--- config.mk ---
export PLATFORM = sky130hd
export DESIGN_NAME = frame_plot_scheduler_flat
export DESIGN_NICKNAME = d
export VERILOG_FILES = /design/src/rtl/frame_plot_scheduler_if.sv /design/src/rtl/frame_plot_scheduler.sv /design/src/flat_wrapper.sv
export SDC_FILE = /design/constraint.sdc
export NUM_CORES = 1
export LEC_CHECK = 0
export BUFFER_PORTS_ARGS = -buffer_cell sky130_fd_sc_hd__buf_2
export CAP_MARGIN = 25
export CORE_MARGIN = 4
export CORE_UTILIZATION = 40
export CTS_CLUSTER_DIAMETER = 50
export DETAILED_ROUTE_END_ITERATION = 8
export PLACE_DENSITY = 0.76
export SYNTH_ARGS = -nofsm -noshare
export SYNTH_HDL_FRONTEND = slang
export SYNTH_SLANG_ARGS = --single-unit
export TNS_END_PERCENT = 10
--- constraint.sdc ---
create_clock -name clk -period 2.35 [get_ports clk]
set_input_delay 0.235 -clock clk [delete_from_list [all_inputs] [get_ports clk]]
set_output_delay 0.235 -clock clk [all_outputs]
set_load 0.01 [all_outputs]
--- src/rtl/frame_plot_scheduler_if.sv ---
// frame_plot_scheduler_if: renderer pixel buses, grant vector and the vga_adapter write port.
interface frame_plot_scheduler_if #(parameter int NUM_SRC = 3);
   logic [NUM_SRC-1:0]   req;
   logic [NUM_SRC-1:0]   src_valid;
   logic [NUM_SRC-1:0]   src_last;
   logic [8*NUM_SRC-1:0] src_x;
   logic [7*NUM_SRC-1:0] src_y;
   logic [3*NUM_SRC-1:0] src_colour;
   logic [NUM_SRC-1:0]   gnt;
   logic [7:0]           vga_x;
   logic [6:0]           vga_y;
   logic [2:0]           vga_colour;
   logic                 vga_plot;
   modport master (
      output req, src_valid, src_last, src_x, src_y, src_colour,
      input  gnt, vga_x, vga_y, vga_colour, vga_plot
   );
   modport slave (
      input  req, src_valid, src_last, src_x, src_y, src_colour,
      output gnt, vga_x, vga_y, vga_colour, vga_plot
   );
endinterface

--- src/rtl/frame_plot_scheduler.sv ---
// frame_plot_scheduler: per-frame round of fixed-priority grants sharing one vga_adapter write port.
// Optional per-grant watchdog enabled by RENDER_WATCHDOG_EN.
module frame_plot_scheduler #(
   parameter int NUM_SRC = 3,
   parameter int H_RES   = 160,
   parameter int V_RES   = 120,
   parameter int TIMEOUT = 16384
) (
   input  logic                 clk,
   input  logic                 reset,
   input  logic                 frame_start,
   frame_plot_scheduler_if.slave bus,
   output logic                 busy,
   output logic                 frame_done,
   output logic                 overrun,
   output logic [NUM_SRC-1:0]   timeout_flags
);
   typedef enum logic [1:0] {IDLE, SCAN, GRANT, DONE} state_t;
   state_t state;
   logic [NUM_SRC-1:0] pending;
   logic [NUM_SRC-1:0] first;
   logic [7:0] sel_x;
   logic [6:0] sel_y;
   logic [2:0] sel_c;
   logic take;
   logic last;
   logic clip;
   logic wd_hit;
   assign first = pending & (~pending + NUM_SRC'(1));
   always_comb begin
      sel_x = '0;
      sel_y = '0;
      sel_c = '0;
      for (int i = 0; i < NUM_SRC; i++) begin
         sel_x |= bus.gnt[i] ? bus.src_x[8*i +: 8] : 8'd0;
         sel_y |= bus.gnt[i] ? bus.src_y[7*i +: 7] : 7'd0;
         sel_c |= bus.gnt[i] ? bus.src_colour[3*i +: 3] : 3'd0;
      end
   end
   assign take = |(bus.gnt & bus.src_valid);
   assign last = |(bus.gnt & bus.src_valid & bus.src_last);
   assign clip = sel_x >= 8'(H_RES) || sel_y >= 7'(V_RES);
`ifdef RENDER_WATCHDOG_EN
   logic [13:0] wd;
   // A src_last in the timeout cycle takes precedence over the forced release.
   assign wd_hit = state == GRANT && wd == 14'(TIMEOUT - 1) && !last;
   always_ff @(posedge clk or posedge reset) begin
      if (reset) begin
         wd            <= '0;
         timeout_flags <= '0;
      end else begin
         wd <= state == GRANT ? wd + 14'd1 : 14'd0;
         if (wd_hit) timeout_flags <= timeout_flags | bus.gnt;
      end
   end
`else
   assign wd_hit        = 1'b0;
   assign timeout_flags = '0;
`endif
   always_ff @(posedge clk or posedge reset) begin
      if (reset) begin
         state          <= IDLE;
         pending        <= '0;
         bus.gnt        <= '0;
         bus.vga_x      <= '0;
         bus.vga_y      <= '0;
         bus.vga_colour <= '0;
         bus.vga_plot   <= 1'b0;
         busy           <= 1'b0;
         frame_done     <= 1'b0;
         overrun        <= 1'b0;
      end else begin
         bus.vga_plot <= 1'b0;
         frame_done   <= 1'b0;
         if (frame_start && state != IDLE) overrun <= 1'b1;
         case (state)
            IDLE: if (frame_start) begin
               pending <= bus.req;
               busy    <= 1'b1;
               state   <= SCAN;
            end
            SCAN: begin
               bus.gnt <= first;
               state   <= |pending ? GRANT : DONE;
            end
            GRANT: begin
               if (take && !wd_hit && !clip) begin
                  bus.vga_x      <= sel_x;
                  bus.vga_y      <= sel_y;
                  bus.vga_colour <= sel_c;
                  bus.vga_plot   <= 1'b1;
               end
               if (last || wd_hit) begin
                  pending <= pending & ~bus.gnt;
                  bus.gnt <= '0;
                  state   <= SCAN;
               end
            end
            DONE: begin
               frame_done <= 1'b1;
               busy       <= 1'b0;
               state      <= IDLE;
            end
         endcase
      end
   end
endmodule

--- src/flat_wrapper.sv ---
// flat-port wrapper written by rule: the top's interface ports become plain ports
module frame_plot_scheduler_flat 
#(
   parameter int NUM_SRC = 3,
   parameter int H_RES   = 160,
   parameter int V_RES   = 120,
   parameter int TIMEOUT = 16384
)
  (clk, reset, frame_start, busy, frame_done, overrun, timeout_flags, bus_req, bus_src_valid, bus_src_last, bus_src_x, bus_src_y, bus_src_colour, bus_gnt, bus_vga_x, bus_vga_y, bus_vga_colour, bus_vga_plot);
  frame_plot_scheduler_if #(.NUM_SRC(NUM_SRC)) bus_i ();
  input  logic clk;
  input  logic reset;
  input  logic frame_start;
  output logic busy;
  output logic frame_done;
  output logic overrun;
  output logic [NUM_SRC-1:0] timeout_flags;
  input wire logic [$bits(bus_i.req)-1:0] bus_req;
  input wire logic [$bits(bus_i.src_valid)-1:0] bus_src_valid;
  input wire logic [$bits(bus_i.src_last)-1:0] bus_src_last;
  input wire logic [$bits(bus_i.src_x)-1:0] bus_src_x;
  input wire logic [$bits(bus_i.src_y)-1:0] bus_src_y;
  input wire logic [$bits(bus_i.src_colour)-1:0] bus_src_colour;
  output wire logic [$bits(bus_i.gnt)-1:0] bus_gnt;
  output wire logic [$bits(bus_i.vga_x)-1:0] bus_vga_x;
  output wire logic [$bits(bus_i.vga_y)-1:0] bus_vga_y;
  output wire logic [$bits(bus_i.vga_colour)-1:0] bus_vga_colour;
  output wire logic [$bits(bus_i.vga_plot)-1:0] bus_vga_plot;
  assign bus_i.req = bus_req;
  assign bus_i.src_valid = bus_src_valid;
  assign bus_i.src_last = bus_src_last;
  assign bus_i.src_x = bus_src_x;
  assign bus_i.src_y = bus_src_y;
  assign bus_i.src_colour = bus_src_colour;
  assign bus_gnt = bus_i.gnt;
  assign bus_vga_x = bus_i.vga_x;
  assign bus_vga_y = bus_i.vga_y;
  assign bus_vga_colour = bus_i.vga_colour;
  assign bus_vga_plot = bus_i.vga_plot;
  frame_plot_scheduler #(.NUM_SRC(NUM_SRC), .H_RES(H_RES), .V_RES(V_RES), .TIMEOUT(TIMEOUT)) u_core (.clk(clk), .reset(reset), .frame_start(frame_start), .bus(bus_i), .busy(busy), .frame_done(frame_done), .overrun(overrun), .timeout_flags(timeout_flags));
endmodule
==> flow_metrics.env, run 1 <==
export IMPL_antenna_fix_cells=0
export IMPL_grt_start_max_net_pins=31
export IMPL_slew_limit_headroom=0.600
export IMPL_most_frequent_cells_after_synthesis="30 x dfrtp_1, 19 x a222oi_1, 16 x inv_1, 15 x mux2i_1, 5 x buf_4"
export IMPL_number_of_vias_after_detailed_routing=1419
export IMPL_run_status="finished, final reports clean"
export IMPL_grt_pass1_wl_mm=6.11
export IMPL_cts_buffers_inserted=5
export IMPL_worst_clock_skew_ps=2.82
export IMPL_clock_tree_htree_level_count=2
export IMPL_kind_of_critical_path="reg2reg"
export IMPL_synth_ff_latch_count=30
export IMPL_fin_nets=292
export IMPL_grt_antenna_before_repair=0
export IMPL_final_period_minus_worst_setup_slack_ps=2120
export IMPL_netlist_top_cell_by_area="dfrtp_1"
export IMPL_vias_per_cell=5.20
export IMPL_min_period_over_period=0.903
export IMPL_synth_top_cells_by_area="dfrtp_1 51%, a222oi_1 13%, mux2i_1 10%"
export IMPL_irDropWorstVdd_uv=466
export IMPL_drv_cap=0
export IMPL_synthMostInstantiatedCell="dfrtp_1"
export IMPL_power_leakage_nw=1.06
export IMPL_post_detail_place_hpwl_mm=3.23
export IMPL_cts_root_buffer="clkbuf_8"
export IMPL_number_of_synthesized_flops_with_an_enable_pin=0
export IMPL_design_core_area_sq_um=3440
export IMPL_critical_path_max_fanout=17
export IMPL_count_of_routing_violations_after_the_opening_detailed_route_iteration=130
export IMPL_critical_path_launch_point_type="flip-flop"
export IMPL_gp_congestion=0.751
export IMPL_post_synth_top_flop="dfrtp_1"
export IMPL_pwr_density_cell_nw_per_um2=1210
export IMPL_worst_ep_required_time_ps=2550
export IMPL_detailed_route_drc_error_count=0
export IMPL_path_buf_inv=1
export IMPL_chip_height_um=68.8
export IMPL_clock_sink_count=30
export IMPL_grt_usage=0.180
export IMPL_cpLargestDelayFamily="compound AO/OA/AOI/OAI gates"
export IMPL_routed_wl_mm=4.19
export IMPL_synth_yosys_seq_area_share=0.508
export IMPL_ioPinCount=94
export IMPL_port_buffers=90
export IMPL_post_drt_wl_per_cell_um=15.3
export IMPL_worstPathArrival_ps=2320
export IMPL_yosys_warnings=0
export IMPL_max_slew_violations=0
export IMPL_post_route_cells_drive_above_1_share=0.476
export IMPL_post_cts_resize_count=0
export IMPL_critPathMaxStageDelay_ps=600
export IMPL_drt_first_pass_iters=4
export IMPL_die_width_um=68.8
export IMPL_reg2reg_from="u_core.bus.gnt[1]"
export IMPL_finalHoldViolCount=0
export IMPL_path_clk_slew_ps=60
export IMPL_setup_viol=0
export IMPL_syn_area_per_cell_sq_um=11.4
export IMPL_grt_overflow_total=0
export IMPL_synth_largest_type_area_fraction=0.508
export IMPL_hold_class="in2async"
export IMPL_rr_worst_depth=5
export IMPL_syn_area_sq_um=1480
export IMPL_crit_path_end_kind="flip-flop"
export IMPL_antenna_violating_nets_post_route=0
export IMPL_rsz0062_at_grt="false"
export IMPL_syn_instance_count=130
export IMPL_fp_dieArea_sq_um=4730
export IMPL_cp_slowest_cell="dfrtp_1"
export IMPL_critPathLaunch="u_core.bus.gnt[1]"
export IMPL_total_number_of_placement_rows=21
export IMPL_postCtsHoldBufs=0
export IMPL_syn_to_final_growth_pct=41.4
export IMPL_worst_case_clock_buffer_depth=2
export IMPL_start_util=0.429
export IMPL_postCtsSetupBuffers=0
export IMPL_timing_fmax_ghz=0.471
export IMPL_yosys_cell_types_count=27
export IMPL_clock_insertion_delay_worst_skew_ps=280
export IMPL_asyncSetResetFlopFracSynth=1.00
export IMPL_max_slew_worst_pin_slew_ps=600
export IMPL_fin_util=0.606
export IMPL_worstSetupPathDepth=5
export IMPL_tritoncts="built"
export IMPL_fin_tns_setup_ps=0
export IMPL_grt_pass1_vias=1344
export IMPL_crit_chain="a222oi_1 > a21oi_1 > nor4_4 > buf_12 > mux2i_1"
==> cell usage in the layout, fill, tap and decap left out, drive strengths merged <==
| cell | n |
|---|---|
| nand3 | 4 |
| a21o | 1 |
| dfrtp | 30 |
| a21oi | 2 |
| nand2 | 3 |
| a222oi | 19 |
| clkinvlp | 1 |
| nor4 | 2 |
| a22o | 3 |
| nand2b | 3 |
| nor3b | 2 |
| nor2 | 3 |
| inv | 16 |
| a31oi | 1 |
| clkbuf | 6 |
| clkinv | 1 |
| nor3 | 2 |
| o41ai | 1 |
| mux2i | 15 |
| o22ai | 3 |
| a2bb2oi | 4 |
| conb | 3 |
| buf | 99 |
| o21ai | 3 |
==> area by class of cell <==
cell class	instances	area [sq um]
tap	46	57.6
clock buffer	6	82.6
inverter	16	60.1
multi-input combinational	74	593
clock inverter	2	12.5
fill	297	1360
timing repair buffer	99	531
sequential	30	751
==> flip-flops by register name, summed over array words and instances (netlist names) <==
signal	cells
u_core.busy	1
u_core.overrun	1
u_core.bus.vga_colour	3
u_core.bus.gnt	3
u_core.pending	3
u_core.state	2
u_core.bus.vga_x	8
u_core.bus.vga_plot	1
u_core.frame_done	1
u_core.bus.vga_y	7
==> layer usage <==
layer,global-route usage,up-vias,share of wire,routed length [um]
met2,0.297,69,0.47,1970
li1,-,690,-,-
met3,0.0665,8,0.11,472
met4,0.0803,0,0.021,88
met5,0,-,0,0
met1,0.209,652,0.40,1660
==> per-stage QoR <==
stage	worst slack, ps	instances	total power (W)	hold slack [ps]	area [sq um]
4_1_cts	207	273	0.00255	23.0	2090
3_3_place_gp	347	265	0.00207	327	1990
2_1_floorplan	481	132	0.00166	326	1480
6_report	229	273	0.00252	21.7	2090
5_1_grt	34.5	273	0.00270	52.0	2090
3_5_place_dp	210	265	0.00211	326	1990
==> cells by family (layout without fill, tap and decap cells) <==
group / after synthesis / in the layout / share of synthesized area
flops: 30 / 30 / 0.508
compound gates: 37 / 37 / 0.215
other cells: 1 / 3 / 0.00254
buf+inv: 28 / 123 / 0.101
simple gates: 19 / 19 / 0.0712
mux: 15 / 15 / 0.102
==> path summary, 6_finish.rpt <==
kind	end	slack (ps)
worst min-delay path	u_core.bus.vga_x[4]	20
worst max register to register	u_core.bus.vga_colour[1]	230
worst min register to register	u_core.overrun	470
max in group asynchronous	u_core.overrun	2050
worst max-delay path	u_core.bus.vga_colour[1]	230
min in group clk	u_core.pending[0]	180
==> power by group <==
group	switching [W]	total (W)	internal [W]	leakage (nW)
Sequential	0.000202	0.000952	0.000751	0.366
Clock	0.000197	0.000432	0.000235	0.0472
Combinational	0.000580	0.00114	0.000556	0.642
==> tightest hold or removal path: cells and delay by family <==
| kind | cells | cell delay (ps) |
|---|---|---|
| buffers and inverters | 3 | 480 |
Note: power is estimated with default switching activity, not from simulation.
==> inputs of run 2 (changes only) <==
CORE_UTILIZATION = 31   (was 40)
PLACE_DENSITY = not set   (was 0.76)
==> run 2 against run 1 <==
Compared with the run above: wire length rose by 6.2%; first-iteration DRC count rose by 36%; critical path depth did not move; fmax rose by 1.8%; global-route usage fell by 3.2 points; cell area fell by 1.3%; largest power group unchanged.
==> flow_metrics.env, run 2 (same netlist as run 1, synthesis figures left out) <==
export IMPL_run_status="finished, final reports clean"
export IMPL_grt_overflow_total=0
export IMPL_multi_input_area_sq_um=593
export IMPL_vias_per_cell=5.17
export IMPL_cts_buffers_inserted=5
export IMPL_reg2reg_from="u_core.bus.gnt[2]"
export IMPL_total_number_of_placement_rows=24
export IMPL_hold_class="in2async"
export IMPL_path_clk_slew_ps=60
export IMPL_grt_usage=0.148
export IMPL_antenna_violating_nets_post_route=0
export IMPL_detailed_route_drc_error_count=0
export IMPL_grt_pass1_vias=1378
export IMPL_grt_antenna_before_repair=0
export IMPL_irDropWorstVdd_uv=346
export IMPL_drt_first_pass_iters=5
export IMPL_gp_congestion=0.806
export IMPL_clock_insertion_delay_worst_skew_ps=280
export IMPL_post_cts_resize_count=0
export IMPL_fin_nets=289
export IMPL_most_common_cell_after_layout_fill_and_taps_aside="buf_2"
export IMPL_postCtsHoldBufs=0
export IMPL_grt_start_max_net_pins=31
export IMPL_critical_path_max_fanout=15
export IMPL_pwr_density_cell_nw_per_um2=1200
export IMPL_total_power_w=0.00248
export IMPL_start_util=0.330
export IMPL_rsz0062_at_grt="false"
export IMPL_final_period_minus_worst_setup_slack_ps=2080
export IMPL_worst_r2r_setup_slack_ps=270
export IMPL_number_of_vias_after_detailed_routing=1416
export IMPL_clock_tree_htree_level_count=2
export IMPL_timing_fmax_ghz=0.480
export IMPL_port_buffers=90
export IMPL_worst_case_clock_buffer_depth=2
export IMPL_post_route_cells_drive_above_1_share=0.464
export IMPL_worst_clock_skew_ps=5.92
export IMPL_syn_to_final_growth_pct=39.5
export IMPL_chip_height_um=77.0
export IMPL_post_drt_wl_per_cell_um=16.2
export IMPL_largest_register_by_flop_count="u_core.bus.vga_x"
export IMPL_max_slew_violations=0
export IMPL_post_detail_place_hpwl_mm=3.38
export IMPL_die_width_um=77.0
export IMPL_cp_slowest_cell="dfrtp_1"
export IMPL_largest_register_ffs=8
export IMPL_tritoncts="built"
export IMPL_worst_path_setup_slack_after_routing_ps=266
export IMPL_pre_cts_ws_ps=275
export IMPL_kind_of_critical_path="reg2reg"
export IMPL_postCtsSetupBuffers=0
export IMPL_finalHoldViolCount=0
export IMPL_destination_of_the_worst_register_to_register_timing_path="u_core.bus.vga_x[6]"
export IMPL_crit_path_end_kind="flip-flop"
export IMPL_slew_limit_headroom=0.584
export IMPL_fin_tns_setup_ps=0
export IMPL_leading_cell_types_in_the_layout_fill_and_taps_excluded="90 x buf_2, 30 x dfrtp_1, 19 x a222oi_1"
export IMPL_setup_viol=0
export IMPL_worst_ep_required_time_ps=2540
export IMPL_crit_chain="a222oi_1 > a21oi_1 > nor4_4 > buf_12 > mux2i_1"
export IMPL_min_period_over_period=0.887
export IMPL_design_core_area_sq_um=4470
export IMPL_count_of_routing_violations_after_the_opening_detailed_route_iteration=177
export IMPL_critPathMaxStageDelay_ps=500
export IMPL_clock_sink_count=30
export IMPL_power_leakage_nw=1.04
export IMPL_critical_path_launch_point_type="flip-flop"
export IMPL_drv_cap=0
export IMPL_fill_cells=444
export IMPL_cts_root_buffer="clkbuf_8"
export IMPL_seqCellArea_sq_um=751
export IMPL_max_slew_worst_pin_slew_ps=621
export IMPL_rr_worst_depth=5
export IMPL_largest_registers="u_core.bus.vga_x (8), u_core.bus.vga_y (7)"
export IMPL_fp_dieArea_sq_um=5930
export IMPL_routed_wl_mm=4.45
export IMPL_grt_pass1_wl_mm=6.98
export IMPL_worstPathArrival_ps=2280
export IMPL_ioPinCount=94
export IMPL_antenna_fix_cells=0
run 2: worst max-delay path: cells and delay by family (launching register included):
family / cells / cell delay [ps]
muxes: 1 / 220
AOI/OAI and AO/OA: 2 / 640
and+or+nand+nor: 1 / 410
DFF: 1 / 500
buffers and inverters: 1 / 220
run 2: metal layers:
metal,up-vias,wire (um),track usage
li1,678,-,-
met1,668,1810,0.177
met2,68,2180,0.244
met3,2,402,0.0492
met4,0,49,0.0641
met5,-,0,0
run 2: worst max-delay path by stage:
stage	start	end	slack [ps]	cells after the start
2_1_floorplan	u_core.bus.gnt[0]	u_core.bus.vga_x[1]	480	7
3_3_place_gp	u_core.bus.gnt[2]	u_core.bus.vga_x[5]	370	5
3_5_place_dp	u_core.bus.gnt[2]	u_core.bus.vga_x[6]	280	5
4_1_cts	u_core.bus.gnt[2]	u_core.bus.vga_x[6]	250	5
5_1_grt	u_core.bus.gnt[2]	u_core.bus.vga_x[6]	70	5
6_report	u_core.bus.gnt[2]	u_core.bus.vga_x[6]	270	5
run 2: stage by stage:
stage                     std cells  area, sq um  hold slack [ps]  utilization
after floorplan                 132         1480              326            -
after global placement          268         1980              332        0.442
after detailed placement        268         1980              331        0.442
after CTS                       274         2060             34.9        0.460
after global routing            274         2060             54.4        0.460
final                           274         2060             19.7        0.460
run 2: area by class of cell:
cell class | count | area share
flip-flops and latches | 30 | 0.365
multi-input cells | 74 | 0.288
repair buffers | 96 | 0.247
clock buffers | 6 | 0.0401
well taps | 52 | 0.0316
inverters | 16 | 0.0292
run 2: power by group:
group,switching (W),internal (W)
logic,0.000608,0.000535
registers,0.000185,0.000751
clock network,0.000177,0.000225
total,0.000970,0.00151
